<file path="config.mk">
export PLATFORM = sky130hd
export DESIGN_NAME = rr_arbiter_16_flat
export DESIGN_NICKNAME = d
export VERILOG_FILES = /design/src/rtl/rr_arbiter_16_pkg.sv /design/src/rtl/rr_arbiter_16_if.sv /design/src/rtl/rr_arbiter_16_pick16.sv /design/src/rtl/rr_arbiter_16.sv /design/src/flat_wrapper.sv
export SDC_FILE = /design/constraint.sdc
export NUM_CORES = 1
export LEC_CHECK = 0
export CORE_UTILIZATION = 45
export DETAILED_ROUTE_END_ITERATION = 10
export PLACE_DENSITY_LB_ADDON = 0.15
export SLEW_MARGIN = 40
export SYNTH_ARGS = -nofsm -noshare
export SYNTH_HDL_FRONTEND = slang
export SYNTH_SLANG_ARGS = --single-unit
</file>
<file path="constraint.sdc">
create_clock -name clk -period 4.6 [get_ports clk]
set_clock_uncertainty 0.05 [all_clocks]
set_input_delay 0.92 -clock clk [delete_from_list [all_inputs] [get_ports clk]]
set_output_delay 0.92 -clock clk [all_outputs]
set_load 0.02 [all_outputs]
</file>
<file path="src/rtl/rr_arbiter_16_pkg.sv">
// Shared types and sizes for the 16-way round-robin arbiter.
package rr_arb_pkg;

   localparam int NUM_REQ = 16;
   localparam int IDX_W   = 4;

   typedef enum logic {IDLE, GRANT} rr_state_t;

   typedef logic [IDX_W-1:0] rr_idx_t;

endpackage

</file>
<file path="src/rtl/rr_arbiter_16_if.sv">
// Requester-side bus of the arbiter, plus FSM debug visibility.
// Handshake: req[i] is a level request that must stay high while requester i
// wants the grant; gnt_valid/gnt_idx name the owner, done ends ownership.
interface rr_arbiter_16_if;
   import rr_arb_pkg::*;

   logic [NUM_REQ-1:0] req;
   logic               done;
   logic               gnt_valid;
   rr_idx_t            gnt_idx;
   logic               timeout;
   rr_state_t          dbg_state;
   rr_idx_t            dbg_ptr;

   modport master (
      output req, done,
      input  gnt_valid, gnt_idx, timeout, dbg_state, dbg_ptr
   );

   modport slave (
      input  req, done,
      output gnt_valid, gnt_idx, timeout, dbg_state, dbg_ptr
   );

endinterface

</file>
<file path="src/rtl/rr_arbiter_16_pick16.sv">
// Combinational round-robin pick: first set request at or after ptr, mod 16.
module rr_pick16
   import rr_arb_pkg::*;
(
   input  logic [NUM_REQ-1:0] i_req,
   input  rr_idx_t            i_ptr,
   output rr_idx_t            o_idx,
   output logic               o_any
);

   logic [2*NUM_REQ-1:0] w_dbl;
   logic [NUM_REQ-1:0]   w_rot;
   rr_idx_t              w_first;

   // Rotate so that bit ptr lands at position 0.
   assign w_dbl = {i_req, i_req};
   assign w_rot = w_dbl[i_ptr +: NUM_REQ];

   always_comb begin
      w_first = '0;
      for (int i = NUM_REQ - 1; i >= 0; i--) begin
         if (w_rot[i]) w_first = rr_idx_t'(i);
      end
   end

   assign o_idx = w_first + i_ptr;
   assign o_any = |i_req;

endmodule

</file>
<file path="src/rtl/rr_arbiter_16.sv">
// Round-robin arbiter, 16 requesters, registered grant index with hold timeout.
module rr_arbiter_16
   import rr_arb_pkg::*;
#(
   parameter int MAX_HOLD = 15
) (
   input  logic           clk,
   input  logic           rst_n,
   rr_arbiter_16_if.slave bus
);

   localparam logic [7:0] HOLD_LAST = 8'(MAX_HOLD - 1);
   localparam bit         TMO_EN    = (MAX_HOLD != 0);

   rr_state_t  r_state;
   rr_idx_t    r_ptr;
   rr_idx_t    r_gnt_idx;
   logic       r_gnt_valid;
   logic       r_timeout;
   logic [7:0] r_hold_cnt;

   rr_idx_t    w_pick_idx;
   logic       w_pick_any;

   rr_pick16 u_pick (
      .i_req (bus.req),
      .i_ptr (r_ptr),
      .o_idx (w_pick_idx),
      .o_any (w_pick_any)
   );

   always_ff @(posedge clk) begin
      if (!rst_n) begin
         r_state     <= IDLE;
         r_ptr       <= '0;
         r_gnt_idx   <= '0;
         r_gnt_valid <= 1'b0;
         r_timeout   <= 1'b0;
         r_hold_cnt  <= '0;
      end else begin
         r_timeout <= 1'b0;
         case (r_state)
            IDLE: begin
               if (w_pick_any) begin
                  r_gnt_idx   <= w_pick_idx;
                  r_gnt_valid <= 1'b1;
                  r_hold_cnt  <= '0;
                  r_state     <= GRANT;
               end
            end
            GRANT: begin
               // done and withdrawal outrank the timeout, so no pulse then.
               if (bus.done || !bus.req[r_gnt_idx]) begin
                  r_gnt_valid <= 1'b0;
                  r_ptr       <= r_gnt_idx + 1'b1;
                  r_state     <= IDLE;
               end else if (TMO_EN && (r_hold_cnt == HOLD_LAST)) begin
                  r_gnt_valid <= 1'b0;
                  r_ptr       <= r_gnt_idx + 1'b1;
                  r_timeout   <= 1'b1;
                  r_state     <= IDLE;
               end else if (r_hold_cnt != 8'hFF) begin
                  r_hold_cnt <= r_hold_cnt + 8'd1;
               end
            end
            default: r_state <= IDLE;
         endcase
      end
   end

   assign bus.gnt_valid = r_gnt_valid;
   assign bus.gnt_idx   = r_gnt_idx;
   assign bus.timeout   = r_timeout;
   assign bus.dbg_state = r_state;
   assign bus.dbg_ptr   = r_ptr;

endmodule

</file>
<file path="src/flat_wrapper.sv">
// flat-port wrapper written by rule: the top's interface ports become plain ports
module rr_arbiter_16_flat import rr_arb_pkg::*;
#(
   parameter int MAX_HOLD = 15
)
  (clk, rst_n, bus_req, bus_done, bus_gnt_valid, bus_gnt_idx, bus_timeout, bus_dbg_state, bus_dbg_ptr);
  rr_arbiter_16_if bus_i ();
  input  logic clk;
  input  logic rst_n;
  input wire logic [$bits(bus_i.req)-1:0] bus_req;
  input wire logic [$bits(bus_i.done)-1:0] bus_done;
  output wire logic [$bits(bus_i.gnt_valid)-1:0] bus_gnt_valid;
  output wire logic [$bits(bus_i.gnt_idx)-1:0] bus_gnt_idx;
  output wire logic [$bits(bus_i.timeout)-1:0] bus_timeout;
  output wire logic [$bits(bus_i.dbg_state)-1:0] bus_dbg_state;
  output wire logic [$bits(bus_i.dbg_ptr)-1:0] bus_dbg_ptr;
  assign bus_i.req = bus_req;
  assign bus_i.done = bus_done;
  assign bus_gnt_valid = bus_i.gnt_valid;
  assign bus_gnt_idx = bus_i.gnt_idx;
  assign bus_timeout = bus_i.timeout;
  assign bus_dbg_state = bus_i.dbg_state;
  assign bus_dbg_ptr = bus_i.dbg_ptr;
  rr_arbiter_16 #(.MAX_HOLD(MAX_HOLD)) u_core (.clk(clk), .rst_n(rst_n), .bus(bus_i));
endmodule
</file>
==> results of run 1 <==
-- stage by stage --
stage / setup slack [ns] / power [mW] / hold WS (ns) / util [%]
after floorplan: 0.882 / 0.616 / 0.421 / -
after CTS: 0.430 / 0.882 / 0.480 / 56.1
after global routing: 0.219 / 0.947 / 0.503 / 56.1
after global placement: 0.249 / 0.760 / 0.443 / 55.1
after detailed placement: 0.147 / 0.759 / 0.452 / 55.1
final: 0.424 / 0.883 / 0.476 / 56.1
-- final timing paths --
kind | startpoint | end | slack, ns | cells past startpoint
min reg2reg | u_core.r_hold_cnt[3]$_SDFFE_PN0P_ | u_core.r_hold_cnt[3]$_SDFFE_PN0P_ | 0.48 | 2
min | u_core.r_hold_cnt[3]$_SDFFE_PN0P_ | u_core.r_hold_cnt[3]$_SDFFE_PN0P_ | 0.48 | 2
max reg2reg | u_core.bus.dbg_ptr[3]$_SDFFE_PN0P_ | u_core.bus.gnt_idx[3]$_SDFFE_PN0P_ | 0.85 | 15
max | bus_req[13] | u_core.bus.gnt_idx[3]$_SDFFE_PN0P_ | 0.42 | 16
-- layout by cell type, fill, tap and decap left out, types with 2 or more instances in the layout --
cell                              synthesis  routed
sky130_fd_sc_hd__dfxtp_1                 19      19
sky130_fd_sc_hd__and3_1                   2       2
sky130_fd_sc_hd__o21ai_1                  2       2
sky130_fd_sc_hd__a211oi_1                 4       4
sky130_fd_sc_hd__buf_4                    0      11
sky130_fd_sc_hd__a41o_1                   2       2
sky130_fd_sc_hd__mux4_2                  10      10
sky130_fd_sc_hd__ha_1                     6       6
sky130_fd_sc_hd__nor4_1                   7       7
sky130_fd_sc_hd__nor2_1                  26      26
sky130_fd_sc_hd__clkinv_1                 2       2
sky130_fd_sc_hd__nand2b_1                 6       6
sky130_fd_sc_hd__nor3_1                   2       2
sky130_fd_sc_hd__a21o_1                   3       3
sky130_fd_sc_hd__xnor2_1                  3       3
sky130_fd_sc_hd__o211ai_1                 6       6
sky130_fd_sc_hd__xor2_1                   7       7
sky130_fd_sc_hd__a21oi_1                 15      15
sky130_fd_sc_hd__nand3_1                 11      11
sky130_fd_sc_hd__mux2_2                   9       9
sky130_fd_sc_hd__clkdlybuf4s50_1          0      29
sky130_fd_sc_hd__a2bb2oi_1                2       2
sky130_fd_sc_hd__and2_1                   2       2
sky130_fd_sc_hd__nand2_1                 18      18
sky130_fd_sc_hd__a211o_1                  2       2
sky130_fd_sc_hd__o21ai_0                 10      10
sky130_fd_sc_hd__clkbuf_8                 0       3
sky130_fd_sc_hd__mux2i_1                 14      14
sky130_fd_sc_hd__nor2b_1                  3       3
sky130_fd_sc_hd__mux4_1                   9       9
sky130_fd_sc_hd__inv_1                    7       7
-- worst max-delay path: stages --
cell,delay [ns]
sky130_fd_sc_hd__clkdlybuf4s50_1,0.49
sky130_fd_sc_hd__mux4_1,0.60
sky130_fd_sc_hd__mux2_4,0.30
sky130_fd_sc_hd__o21bai_1,0.15
sky130_fd_sc_hd__a41o_1,0.22
sky130_fd_sc_hd__a31oi_1,0.18
sky130_fd_sc_hd__nor4_1,0.07
sky130_fd_sc_hd__a211o_1,0.28
sky130_fd_sc_hd__ha_1,0.19
sky130_fd_sc_hd__a21o_1,0.17
sky130_fd_sc_hd__a21oi_1,0.17
sky130_fd_sc_hd__xnor2_1,0.16
sky130_fd_sc_hd__nor2_1,0.07
sky130_fd_sc_hd__o41ai_2,0.05
sky130_fd_sc_hd__mux2i_1,0.10
sky130_fd_sc_hd__a21o_1,0.15
-- where the power goes --
| part | internal, mW | leakage [nW] | switching, mW |
|---|---|---|---|
| clock network | 0.0611 | 0.0217 | 0.0585 |
| registers | 0.182 | 0.155 | 0.0382 |
| logic | 0.262 | 0.783 | 0.281 |
| total | 0.505 | 0.960 | 0.378 |
-- per-layer routing --
layer  wire length (um)  share of wire [%]  global-route usage (%)  up-vias
li1                   -                  -                       -     1022
met1               2820                 50                    37.1      997
met2               2460                 43                    32.4       82
met3                363                6.4                    3.04        2
met4                 11               0.19                    3.92        0
met5                  0                  0                       0        -
-- area by class of cell --
| type | count | share of cell area, % |
|---|---|---|
| Multi-Input combinational cell | 205 | 65.5 |
| Sequential cell | 19 | 14.3 |
| Timing Repair Buffer | 40 | 14.0 |
| Tap cell | 67 | 3.14 |
| Clock buffer | 3 | 1.55 |
| Inverter | 9 | 1.27 |
| Clock inverter | 1 | 0.281 |
-- state kept, by name, indices dropped and copies added (netlist names) --
signal	count
u_core.bus.dbg_ptr	4
u_core.bus.timeout	1
u_core.bus.gnt_idx	4
u_core.bus.dbg_state	1
u_core.bus.gnt_valid	1
u_core.r_hold_cnt	8
-- kinds of logic after synthesis --
logic type,after synthesis,synth area share [%]
flip-flops,19,16.9
multiplexers,44,32.5
buffers and inverters,23,5.39
adder cells (fa/ha/maj),7,4.22
XOR/XNOR,10,3.89
AO/OA/AOI/OAI,64,20.2
AND/OR/NAND/NOR,80,16.9
==> run summary, run 1 <==
### Worst setup path
- 4.71 ns — WP data required
- input pin to flip-flop — path type of the worst setup path
- input pin — startpoint types
- 4.28 ns — arrival time at the worst endpoint
- 6 — worst-path maximum fanout
- flip-flop — kind of end point of the critical path

### Synthesis
- 58 — Cell variety after synth
- sky130_fd_sc_hd__dfxtp_1 (17%), sky130_fd_sc_hd__mux4_1 (11%), sky130_fd_sc_hd__mux4_2 (10%) — top cells by area in the synthesized netlist
- 0% — share of async-settable or async-resettable flops after synthesis
- 247 — number of cells produced by synthesis
- 9.11 um2 — average size of a mapped cell
- sky130_fd_sc_hd__nor2_1 (26), sky130_fd_sc_hd__dfxtp_1 (19), sky130_fd_sc_hd__nand2_1 (18) — most used standard cells in the synthesized netlist
- 0 — number of synthesis warnings
- 0.00225 mm2 — post-synthesis instance area
- 0 — number of enable-type register cells in the synthesized netlist
- sky130_fd_sc_hd__nor2_1 — cell with the most instances after synthesis
- 16.9% — area fraction of the dominant cell type after synthesis
- 19 — number of synthesized register bits
- sky130_fd_sc_hd__dfxtp_1 — prevailing post-synth register cell
- 16.9% — part of the Yosys area used for sequential elements
- sky130_fd_sc_hd__dfxtp_1 — most area-hungry cell type in the Yosys netlist
- 273 — net count after synthesis

### Timing
- 0 — final count of pins violating max slew
- 0 ns — Setup Total Neg Slack
- 0.692 ns — pin slew with the least headroom to its limit
- 4.18 ns — minimum clock period
- 0 — Final Hold Violating Endpoints
- false — setup repair after global routing missed its margin
- 90.8% — period utilisation layout
- 53.8% — Relative slew margins
- 0 — setup violation total in the final timing report
- 239 MHz — upper clock frequency limit

### Cells and area
- 344 — final instance count without filler cells
- 14.8% — share of layout cells above drive strength 1
- 304 — nets@finish
- 18.6% — area grow syn2layout
- 434 — Filler Cells Inserted
- 0.00175 mm2 — multi-input gate area in the final layout
- 0 — diode count
- 380 um2 — total area of sequential cells
- 0.00267 mm2 — summed area of non-filler cells in the final layout

### CTS
- 0 — hold buffer count at CTS
- 0 — post-CTS resize count
- 2 — maximum root-to-sink buffer count
- 19 — TritonCTS sink count
- 0 — number of setup buffers added after CTS
- 0.26 ns — clock latency at the later pin of the worst-skew pair
- 1 — total number of H-tree levels
- sky130_fd_sc_hd__clkbuf_8 — Clk Tree Root Cell
- 0.08 ns — clock input transition at the sequential cells of the worst setup and hold paths
- 3 — clock buffers created by TritonCTS
- built — CTS tree

### Die
- 30 — count of boundary I/O pins
- 0.00529 mm2 — die area
- 72.7 um — vertical die dimension
- 25 — std cell rows
- 47.3% — initial core utilization
- 0.00475 mm2 — Placeable Area
- 72.7 um — horizontal die dimension

### Power
- 0.960 nW — leak pwr
- 331 mW/mm2 — Power Density
- 0.000318 V — worst vdd ir

### Placement
- 0.00262 mm2 — Cell Area, Placed
- 4420 um — hpwl dp
- 29 — total of buffers placed on input and output ports
- 340 — Cell Count Post-Placement
- 0.922 — routability cong.

### Run
- 0 — max-cap viol count

### Min path
- flip-flop to flip-flop — Worst Hold Class

### Global routing
- 0 — remaining global-route overflow
- 1,849 — vias in the first global route
- 22.9% — global routing usage summed across all routing layers
- 0 — antenna violations before repair
- 9420 um — global-route wire length before repair
- 29 — maximum number of pins on one net before global-route repair

### Drt
- 6.11 — via count normalized by instance count
- 16.4 um — wire per inst
- 0 — remaining antenna violation count after routing
- 186 — number of DRC markers in iteration 0
- 2,103 — via count
- 4 — Initial DRT Pass Iterations
- 5650 um — Routed WL
- 0 — number of DRC violations after detailed routing

### Outcome
- complete, no violations — result of the run

Power figures use the tool's default switching activity.
==> run 2, diff against run 1 <==
--- a/config.mk
+++ b/config.mk
@@ -6,4 +6,5 @@
 export NUM_CORES = 1
 export LEC_CHECK = 0
+export ABC_AREA = 0
 export CORE_UTILIZATION = 45
 export DETAILED_ROUTE_END_ITERATION = 10
--- a/constraint.sdc
+++ b/constraint.sdc
@@ -3,3 +3,3 @@
 set_input_delay 0.92 -clock clk [delete_from_list [all_inputs] [get_ports clk]]
 set_output_delay 0.92 -clock clk [all_outputs]
-set_load 0.02 [all_outputs]
+set_load 0.05 [all_outputs]
==> results of run 2 <==
Same layout as run 1 (identical final DEF). Status: complete, no violations.
Among the figures that moved: total power 0.883 mW -> 0.919 mW; worst IR drop on VDD 0.000318 V -> 0.000350 V
